===== src/rtl/dm_arbiter.sv =====
// Two-requester data-memory arbiter: IDLE -> ACCESS -> RESP, one access in flight, lane-aware loads/stores.
// Optional macro DM_ARB_FIXED_PRIO_EN: requester 0 always wins ties (default build is round-robin).
module dm_arbiter (
  input  logic        clk,
  input  logic        reset_n,
  input  logic        m0_req,
  input  logic        m0_we,
  input  logic [2:0]  m0_op,
  input  logic [31:0] m0_addr,
  input  logic [31:0] m0_wdata,
  input  logic        m1_req,
  input  logic        m1_we,
  input  logic [2:0]  m1_op,
  input  logic [31:0] m1_addr,
  input  logic [31:0] m1_wdata,
  output logic        m0_gnt,
  output logic        m0_rvalid,
  output logic [31:0] m0_rdata,
  output logic        m0_err,
  output logic        m1_gnt,
  output logic        m1_rvalid,
  output logic [31:0] m1_rdata,
  output logic        m1_err,
  output logic        mem_en,
  output logic        mem_we,
  output logic [11:0] mem_addr,
  output logic [3:0]  mem_be,
  output logic [31:0] mem_wdata,
  input  logic [31:0] mem_rdata
);

  localparam logic [2:0] OP_W  = 3'd0;
  localparam logic [2:0] OP_H  = 3'd1;
  localparam logic [2:0] OP_HU = 3'd2;
  localparam logic [2:0] OP_B  = 3'd3;
  localparam logic [2:0] OP_BU = 3'd4;

  typedef enum logic [1:0] {IDLE, ACCESS, RESP} state_t;

  state_t      state, state_next;
  logic        owner_q, we_q, err_q;
  logic [2:0]  op_q;
  logic [13:0] addr_q;
  logic [31:0] wdata_q;

  // Only the word index and lane bits reach the 4K-word memory.
  logic unused_addr_bits;
  assign unused_addr_bits = ^{m0_addr[31:14], m1_addr[31:14]};

  logic any_req, grant, tie_pick, pick;
  assign any_req = m0_req | m1_req;
  assign grant   = reset_n && (state == IDLE) && any_req;
  assign pick    = (m0_req & m1_req) ? tie_pick : m1_req;

`ifdef DM_ARB_FIXED_PRIO_EN
  assign tie_pick = 1'b0;
`else
  logic last_q;  // 1 = requester 1 was granted most recently
  assign tie_pick = ~last_q;

  always_ff @(posedge clk or negedge reset_n) begin
    if (!reset_n)   last_q <= 1'b1;
    else if (grant) last_q <= pick;
  end
`endif

  logic        sel_we, sel_err;
  logic [2:0]  sel_op;
  logic [31:0] sel_addr, sel_wdata;
  assign sel_we    = pick ? m1_we    : m0_we;
  assign sel_op    = pick ? m1_op    : m0_op;
  assign sel_addr  = pick ? m1_addr  : m0_addr;
  assign sel_wdata = pick ? m1_wdata : m0_wdata;
  assign sel_err   = (sel_op > OP_BU)
                   | ((sel_op == OP_W) & (|sel_addr[1:0]))
                   | (((sel_op == OP_H) | (sel_op == OP_HU)) & sel_addr[0]);

  // NOTE: sequential state uses non-blocking assignments so every flop samples pre-edge values.
  always_ff @(posedge clk or negedge reset_n) begin
    if (!reset_n) state <= IDLE;
    else          state <= state_next;
  end

  always_ff @(posedge clk or negedge reset_n) begin
    if (!reset_n) begin
      owner_q <= 1'b0;
      we_q    <= 1'b0;
      err_q   <= 1'b0;
      op_q    <= 3'd0;
      addr_q  <= 14'd0;
      wdata_q <= 32'd0;
    end else if (grant) begin
      owner_q <= pick;
      we_q    <= sel_we;
      err_q   <= sel_err;
      op_q    <= sel_op;
      addr_q  <= sel_addr[13:0];
      wdata_q <= sel_wdata;
    end
  end

  logic [3:0]  be;
  logic [31:0] wdata_rep, lane, load_data;
  // Shifting by the byte offset brings the addressed byte/half to bit 0.
  assign lane = mem_rdata >> {addr_q[1:0], 3'b000};

  always_comb begin
    be        = 4'b0000;
    wdata_rep = {4{wdata_q[7:0]}};
    load_data = mem_rdata;
    case (op_q)
      OP_W:        begin be = 4'b1111; wdata_rep = wdata_q; end
      OP_H, OP_HU: begin
        be        = addr_q[1] ? 4'b1100 : 4'b0011;
        wdata_rep = {2{wdata_q[15:0]}};
      end
      OP_B, OP_BU: be = 4'b0001 << addr_q[1:0];
      default:     be = 4'b0000;
    endcase
    case (op_q)
      OP_H:    load_data = {{16{lane[15]}}, lane[15:0]};
      OP_HU:   load_data = {16'd0, lane[15:0]};
      OP_B:    load_data = {{24{lane[7]}}, lane[7:0]};
      OP_BU:   load_data = {24'd0, lane[7:0]};
      default: load_data = mem_rdata;
    endcase
  end

  // NOTE: every output gets a default before the case so no latch is inferred.
  always_comb begin
    state_next = state;
    m0_gnt = 1'b0; m0_rvalid = 1'b0; m0_rdata = 32'd0; m0_err = 1'b0;
    m1_gnt = 1'b0; m1_rvalid = 1'b0; m1_rdata = 32'd0; m1_err = 1'b0;
    mem_en = 1'b0; mem_we = 1'b0; mem_addr = 12'd0; mem_be = 4'b0000; mem_wdata = 32'd0;
    case (state)
      IDLE: begin
        if (grant) begin
          state_next = ACCESS;
          m0_gnt     = ~pick;
          m1_gnt     = pick;
        end
      end
      ACCESS: begin
        state_next = RESP;
        if (!err_q) begin
          mem_en   = 1'b1;
          mem_we   = we_q;
          mem_addr = addr_q[13:2];
          if (we_q) begin
            mem_be    = be;
            mem_wdata = wdata_rep;
          end
        end
      end
      RESP: begin
        state_next = IDLE;
        if (owner_q) begin
          m1_rvalid = 1'b1;
          m1_err    = err_q;
          m1_rdata  = (err_q | we_q) ? 32'd0 : load_data;
        end else begin
          m0_rvalid = 1'b1;
          m0_err    = err_q;
          m0_rdata  = (err_q | we_q) ? 32'd0 : load_data;
        end
      end
      default: state_next = IDLE;
    endcase
  end

endmodule


===== config.mk =====
export PLATFORM = sky130hd
export DESIGN_NAME = dm_arbiter
export DESIGN_NICKNAME = d
export VERILOG_FILES = /design/src/rtl/dm_arbiter.sv
export SDC_FILE = /design/constraint.sdc
export NUM_CORES = 1
export LEC_CHECK = 0
export CORE_MARGIN = 4
export CORE_UTILIZATION = 30
export DETAILED_ROUTE_END_ITERATION = 6
export PLACE_DENSITY = 0.71
export SLEW_MARGIN = 10
export SYNTH_ARGS = -nofsm -noshare
export SYNTH_HDL_FRONTEND = slang
export SYNTH_SLANG_ARGS = --single-unit

===== constraint.sdc =====
create_clock -name clk -period 4.4 [get_ports clk]
set_clock_uncertainty 0.1 [all_clocks]
set_input_delay 0.44 -clock clk [delete_from_list [all_inputs] [get_ports clk]]
set_output_delay 0.44 -clock clk [all_outputs]
set_load 0.05 [all_outputs]

==> results_dict.tcl, run 1 <==
set metrics [dict create \
    wl_met1_um 6470 \
    path_clk_slew_ps 70 \
    finalNetCount 948 \
    ys_ff_latch 55 \
    die_area_um2 16700 \
    status "finished clean" \
    routed-wl-met3_um 1710 \
    synth_area_per_cell_um2 8.06 \
    vias 4837 \
    slew_violations 0 \
    multi_input_area_um2 2820 \
    drive_above_1_share_pct 10.6 \
    slew_headroom_pct 38.9 \
    ios 292 \
    fill_cells 1413 \
    fin_tns_setup_ps 0 \
    antenna_found_initial 0 \
    timing.fmax_mhz 251 \
    ys_seq_area_share_pct 31.2 \
    cts.sinks 55 \
    fin_crit_ps 3980 \
    port_buffers 255 \
    start_util_pct 30.5 \
    arrival_ps 3440 \
    p_clk_share_pct 17.2 \
    power_frac_seq_pct 31.7 \
    grt_setup_unrepaired "no" \
    p_leak_nw 3.05 \
    combPwrFrac_pct 51.0 \
    cp_max_fo 21 \
    max-cap-violations 0 \
    hpwl_um 13200 \
    crit_type "reg2out" \
    detail-route-antenna-nets 0 \
    worst_pin_slew_ps 914 \
    final_common_cell "clkdlybuf4s50_1" \
    setup_viol 0 \
    grt_max_degree 92 \
    antennaDiodeCount 0 \
    crit_start "op_q[1]" \
    die_y_um 129 \
    htree_num_levels 2 \
    cts_tree "yes" \
    highest_layer "met4" \
    grt-ovfl-total 0 \
    clock_latency_ps 290 \
    drt_iter0_markers 178 \
    grt_pass1_vias 4697 \
    area_growth_pct 68.8 \
    synth_flop_cell "dfrtp_1" \
    fin_crit_sh_pct 90.4 \
    cpMaxStageDelayCell "dfrtp_1" \
    cts_buffers 5 \
    path_buf_inv 1 \
    fin_hold_ws_ps 235 \
    dr.pass1.iters 4 \
    r2r-start "last_q" \
    worstHoldPathType "in2async" \
    cp_top_family "compound AO/OA/AOI/OAI gates" \
    core_um2 14500 \
    drt_wl_total_um 16900 \
    worstSetupStartpointType "flip-flop" \
    grt_use_total_pct 19.1 \
    routedWlPerCell_um 17.5 \
    worst_setup_path_end_kind "primary output" \
    sw_frac_of_total_pct 43.3 \
    grt_pass1_wl_um 25100 \
    power_density_nw_per_um2 336 \
    netlist_area_um2 4420 \
    core.rowCount 44 \
    regArea_um2 1380 \
    synth.distinct_cells 54 \
    yosysWarnings 0 \
    wl_met2_um 8280 \
    drt-vias-per-instance 5.03 \
    clockRootBuffer "clkbuf_16" \
    crit_required_ps 3860 \
    finalHoldViolCount 0 \
    async_flop_share_pct 100 \
    vdd_drop_max_uv 174 \
    ctsResizeCount 0 \
    most-common-layout-cells "clkdlybuf4s50_1, nand2_1, o21ai_0, mux2i_1, dfrtp_1" \
    synth_edf_count 0 \
    postCtsHoldBufs 0 \
    dieWidth_um 129 \
    synthCells 548 \
    cts_setup_buffers 0 \
    path_cells "nor2_1, a21boi_2, o21ai_0, nor2b_1, clkdlybuf4s50_1" \
    p_int_mw 1.42 \
    drc_errors 0 \
    max_stage_delay_ps 830 \
    p_sw_mw 1.09 \
    cts.path.max_buffers 2 \
    synth_nets 720 \
    gp_congestion 0.868 \
]
cell type report:
type	instances	share of cell area [%]
inverter	4	0.201
sequential	55	18.5
tap	184	3.09
clock buffer	7	2.05
timing repair buffer	263	38.3
clock inverter	1	0.101
multi-input combinational	447	37.8
cell families (layout without fill, tap and decap cells):
family,count (synthesis),after routing,synth area share [%]
compound gates,169,169,25.5
buf+inv,46,275,5.12
flops,55,55,31.2
fa+ha+maj,2,2,0.453
xor+xnor,1,1,0.198
mux,69,69,16.0
simple gates,206,206,21.5
metal layers:
layer  vias up  global-route usage, %
met4         0                   5.81
li1       2401                      -
met3        29                   5.85
met5         -                      0
met1      2183                   21.3
met2       224                   34.7
power groups by stage:
stage	clock (mW)	combinational [mW]	sequential (mW)
floorplan	0	0.933	0.706
global placement	0	1.27	0.799
detailed placement	0	1.28	0.806
CTS	0.443	1.28	0.796
global route	0.461	1.39	0.819
finish	0.431	1.28	0.795
Yosys cell counts, drive strengths merged (3+ instances only):
cell | count | area share (%)
nor2b | 23 | 3.3
a22o | 7 | 1.4
nand3 | 4 | 0.45
o21ai | 71 | 8.0
mux2i | 55 | 12
o21a | 3 | 0.51
buf | 28 | 3.6
clkbuf | 14 | 1.2
and3 | 8 | 1.1
and2 | 16 | 2.3
o211ai | 4 | 0.91
nor2 | 48 | 4.2
a21oi | 29 | 3.4
inv | 4 | 0.34
nand2 | 97 | 8.2
dfrtp | 54 | 31
o22ai | 4 | 0.88
a22oi | 14 | 3.1
mux2 | 14 | 3.6
a21o | 4 | 0.68
a2bb2oi | 7 | 1.4
o2bb2ai | 14 | 2.8
final timing paths:
check	slack (ps)	depth (start not counted)	endpoint
max	420	5	m0_rdata[17]
min	230	2	addr_q[10]
max reg2reg	2360	5	wdata_q[31]
min reg2reg	370	2	addr_q[13]
max in group asynchronous	3500	2	wdata_q[14]
min in group clk	370	2	addr_q[13]
flip-flops by register name (all words and copies together), names as in the netlist:
signal / count
wdata_q: 32
addr_q: 14
op_q: 3
state: 2
err_q: 1
last_q: 1
owner_q: 1
we_q: 1
stage by stage:
step / power, mW / worst slack, ps / cells / utilization (%) / cell area [µm²]
finish: 2.51 / 420 / 961 / 51.5 / 7460
detailed placement: 2.09 / 755 / 953 / 50.4 / 7300
global route: 2.67 / 189 / 961 / 51.5 / 7460
floorplan: 1.64 / 1480 / 548 / - / 4420
global placement: 2.07 / 772 / 953 / 50.4 / 7300
CTS: 2.52 / 439 / 961 / 51.5 / 7460
(Power assumes the default switching activity.)
==> run 2: changes to the inputs <==
Clock period 4.4 ns to 4.6 ns, I/O delays scaled along.
==> results_dict.tcl, run 2 (synthesized netlist as in run 1, its figures left out) <==
set metrics [dict create \
    p_leak_nw 2.98 \
    core_um2 14500 \
    die_area_um2 16700 \
    area_growth_pct 61.7 \
    ios 292 \
    port_buffers 255 \
    worst_setup_path_end_kind "primary output" \
    r2r_end "wdata_q[30]" \
    grt_pass1_wl_um 24800 \
    drt-vias-per-instance 5.08 \
    gp_congestion 0.845 \
    drive_above_1_share_pct 10.7 \
    hpwl_um 13100 \
    power_density_nw_per_um2 326 \
    vdd_drop_max_uv 147 \
    cts_buffers 5 \
    fin_crit_sh_pct 82.8 \
    die_y_um 129 \
    crit_required_ps 4040 \
    multi_input_area_um2 2820 \
    final_common_cell "clkdlybuf4s50_1" \
    drt_wl_total_um 16400 \
    start_util_pct 30.5 \
    grt-ovfl-total 0 \
    r2r-start "last_q" \
    regArea_um2 1380 \
    dr.pass1.iters 5 \
    largest_register_ffs 32 \
    status "finished clean" \
    ctsResizeCount 0 \
    slew_violations 0 \
    crit_type "reg2out" \
    clockRootBuffer "clkbuf_16" \
    final_area_um2 7140 \
    worstHoldPathType "in2async" \
    cts_setup_buffers 0 \
    fin_tns_setup_ps 0 \
    antenna_found_initial 0 \
    max-cap-violations 0 \
    clock_latency_ps 290 \
    regToRegSetupSlack_ps 2580 \
    worstRegToRegCells 5 \
    arrival_ps 3250 \
    cts.sinks 55 \
    postCtsHoldBufs 0 \
    grt_setup_unrepaired "no" \
    placed_area_um2 7000 \
    cts.path.max_buffers 2 \
    largest-register "wdata_q" \
    path_clk_slew_ps 70 \
    worstSetupStartpointType "flip-flop" \
    drc_errors 0 \
    final_util_pct 49.3 \
    antennaDiodeCount 0 \
    timing.fmax_mhz 263 \
    vias 4893 \
    worst_pin_slew_ps 897 \
    fill_cells 1434 \
    htree_num_levels 2 \
    top_regs "wdata_q: 32 flops, addr_q: 14 flops, op_q: 3 flops" \
    grt_max_degree 80 \
    slew_headroom_pct 39.9 \
    grt_pass1_vias 4613 \
    grt_use_total_pct 18.7 \
    detail-route-antenna-nets 0 \
    setup_viol 0 \
    cts_tree "yes" \
    most-common-layout-cells "clkdlybuf4s50_1, nand2_1, o21ai_0, mux2i_1, dfrtp_1" \
    finalNetCount 950 \
    cp_max_fo 21 \
    core.rowCount 44 \
    fin_crit_ps 3810 \
    drt_iter0_markers 226 \
    dieWidth_um 129 \
    routedWlPerCell_um 17.0 \
    finalHoldViolCount 0 \
]
-- run 2: cell count changes in the layout (fill, tap and decap cells not counted), sizes merged --
cell    previous run  this run
clkinv             0         1
clkbuf             7         6
buf               38        40
-- run 2: worst max-delay path by stage --
| stage | start | endpoint | slack, ps | depth (start not counted) |
|---|---|---|---|---|
| final | addr_q[0] | m1_rdata[30] | 790 | 5 |
| after global routing | addr_q[0] | m1_rdata[20] | 590 | 5 |
| after CTS | addr_q[0] | m0_rdata[15] | 790 | 5 |
| after detailed placement | mem_rdata[31] | m1_rdata[24] | 1070 | 6 |
| after global placement | mem_rdata[31] | m0_rdata[15] | 1080 | 6 |
| after floorplan | owner_q | m0_rdata[10] | 1660 | 3 |
-- run 2: power breakdown --
part / leakage, nW / total, mW / switching, mW / internal (mW)
Sequential: 0.679 / 0.732 / 0.127 / 0.604
Clock: 0.0669 / 0.377 / 0.176 / 0.202
Combinational: 2.24 / 1.22 / 0.719 / 0.503
Total: 2.98 / 2.33 / 1.02 / 1.31
-- run 2: layout make-up --
type | instances | area share (%)
multi-input combinational | 447 | 39.4
sequential | 55 | 19.3
timing repair buffer | 265 | 35.9
inverter | 4 | 0.210
clock buffer | 6 | 1.80
clock inverter | 2 | 0.175
tap | 184 | 3.22
-- run 2: routing by layer --
layer | up-vias | GRT usage (%) | wire length (µm)
met5 | - | 0 | 0
met4 | 0 | 5.19 | 345
met3 | 22 | 5.15 | 1650
met2 | 235 | 33.6 | 8140
met1 | 2230 | 21.8 | 6230
li1 | 2406 | - | -
-- run 2: metrics by stage --
| stage | power, mW | setup WS [ps] | std cells | hold WS [ps] |
|---|---|---|---|---|
| after CTS | 2.35 | 791 | 963 | 268 |
| after floorplan | 1.57 | 1660 | 548 | 64.4 |
| after global routing | 2.51 | 587 | 963 | 304 |
| after detailed placement | 1.97 | 1070 | 955 | 363 |
| after global placement | 1.96 | 1080 | 955 | 353 |
| final | 2.33 | 792 | 963 | 243 |
-- run 2: worst max-delay path: stages, from the launching register on --
cell	delay, ps
dfrtp_1	860
mux2i_1	420
o22ai_4	200
o211ai_2	610
nor2_1	120
clkdlybuf4s50_1	740
==> run 3: changes to the inputs <==
Clock period 4.6 ns to 3.9 ns, I/O delays scaled along.
==> results_dict.tcl, run 3 (synthesized netlist as in run 1, its figures left out) <==
set metrics [dict create \
    fin_tns_setup_ps 0 \
    setup_viol 0 \
    cp_top_family "compound AO/OA/AOI/OAI gates" \
    die_area_um2 16700 \
    final_area_um2 7540 \
    path_clk_slew_ps 70 \
    path_cells "nor2_1, a21boi_2, o21ai_0, nor2_1, clkdlybuf4s50_1" \
    crit_required_ps 3410 \
    crit_start "we_q" \
    power_frac_seq_pct 30.0 \
    routedWlPerCell_um 17.2 \
    top_regs "wdata_q: 32 flops, addr_q: 14 flops, op_q: 3 flops" \
    finalNetCount 952 \
    cp_max_fo 17 \
    clockRootBuffer "clkbuf_16" \
    final_common_cell "clkdlybuf4s50_1" \
    grt-ovfl-total 0 \
    largest_register_ffs 32 \
    max-cap-violations 0 \
    drive_above_1_share_pct 11.0 \
    start_util_pct 30.5 \
    sw_frac_of_total_pct 42.6 \
    fin_crit_ps 3540 \
    fill_cells 1386 \
    fin_crit_sh_pct 90.7 \
    port_buffers 255 \
    drt-vias-per-instance 5.06 \
    crit_type "reg2out" \
    p_clk_share_pct 18.2 \
    htree_num_levels 2 \
    detail-route-antenna-nets 0 \
    core.rowCount 44 \
    drc_errors 0 \
    ctsResizeCount 0 \
    cts.path.max_buffers 2 \
    cts_buffers 5 \
    dieWidth_um 129 \
    die_y_um 129 \
    regToRegSetupSlack_ps 1860 \
    antennaDiodeCount 0 \
    combPwrFrac_pct 51.9 \
    clock_latency_ps 290 \
    r2r_end "wdata_q[31]" \
    crit_end "m1_rdata[25]" \
    grt_pass1_wl_um 24800 \
    finalHoldViolCount 0 \
    cpMaxStageDelayCell "clkdlybuf4s50_1" \
    slew_headroom_pct 37.2 \
    final_cells 965 \
    antenna_found_initial 1 \
    postCtsHoldBufs 0 \
    ios 292 \
    largest-register "wdata_q" \
    worstSetupStartpointType "flip-flop" \
    vias 4881 \
    worstRegToRegCells 5 \
    placed_area_um2 7370 \
    worstHoldPathType "in2async" \
    cts_tree "yes" \
    dr.pass1.iters 4 \
    worst_setup_path_end_kind "primary output" \
    slew_violations 0 \
    path_buf_inv 1 \
    grt_pass1_vias 4649 \
    crit_top_cell "nor2_1" \
    drt_iter0_markers 211 \
    core_um2 14500 \
    area_growth_pct 70.6 \
    cts.sinks 55 \
    drt_wl_total_um 16600 \
    p_int_mw 1.65 \
    worst_pin_slew_ps 940 \
    p_sw_mw 1.22 \
    most-common-layout-cells "clkdlybuf4s50_1, nand2_1, o21ai_0, mux2i_1, dfrtp_1" \
    gp_congestion 0.830 \
    r2r-start "last_q" \
    p_leak_nw 3.08 \
    p_total_mw 2.87 \
    hpwl_um 13300 \
    cts_setup_buffers 0 \
    arrival_ps 3050 \
    status "finished clean" \
    grt_max_degree 105 \
    cp.depth 5 \
    max_stage_delay_ps 820 \
    grt_use_total_pct 18.9 \
    power_density_nw_per_um2 381 \
    vdd_drop_max_uv 204 \
    grt_setup_unrepaired "no" \
    timing.fmax_mhz 283 \
    dp.cells 957 \
]
[run 3: cell types whose count changed in the layout (fill, tap and decap cells not counted), sizes merged]
cell	before	now
inv	4	5
bufinv	0	1
clkbuf	6	5
buf	40	42
clkinv	1	0
[run 3: worst min path at each step]
stage	from	endpoint	slack (ps)	depth (start not counted)
2_1_floorplan	reset_n	addr_q[0]	-6	0
3_3_place_gp	addr_q[13]	addr_q[13]	350	2
3_5_place_dp	addr_q[10]	addr_q[10]	360	2
4_1_cts	reset_n	addr_q[4]	210	2
5_1_grt	reset_n	addr_q[12]	250	2
6_report	reset_n	addr_q[12]	200	2
[run 3: power by group through the flow]
stage | clock network [mW] | logic (mW) | registers (mW)
floorplan | 0 | 1.05 | 0.796
global placement | 0 | 1.48 | 0.868
detailed placement | 0 | 1.50 | 0.875
CTS | 0.540 | 1.50 | 0.864
global route | 0.561 | 1.63 | 0.887
finish | 0.522 | 1.49 | 0.861
[run 3: metal layers]
metal  up-vias  GRT usage, %  part of all wire, %
met3        30          5.65                  9.8
met5         -             0                 0.11
met4         2          5.87                  2.3
li1       2401             -                    -
met1      2216          21.1                   38
met2       232          34.3                   50
[run 3: area by class of cell]
class	count	area, µm²	share of cell area, %
well taps	184	230	3.05
multi-input cells	447	2820	37.4
repair buffers	267	2930	38.8
clock inverters	3	46.3	0.614
flip-flops and latches	55	1380	18.3
clock buffers	5	125	1.66
inverters	4	15.0	0.199
[run 3: per-stage QoR]
step                      setup slack, ps  util (%)  hold WS, ps
after floorplan                      1030         -        -5.59
after global placement                524      50.9          353
after detailed placement              511      50.9          364
after CTS                             361      52.1          211
after global routing                  157      52.1          254
final                                 365      52.1          197
[run 3: worst register-to-register path, cell delays in order, from the launching register on]
cell and delay, ps:
dfstp_2 530, nand2_1 60, nand2_2 70, buf_4 620, mux2i_1 400, o21ai_0 100
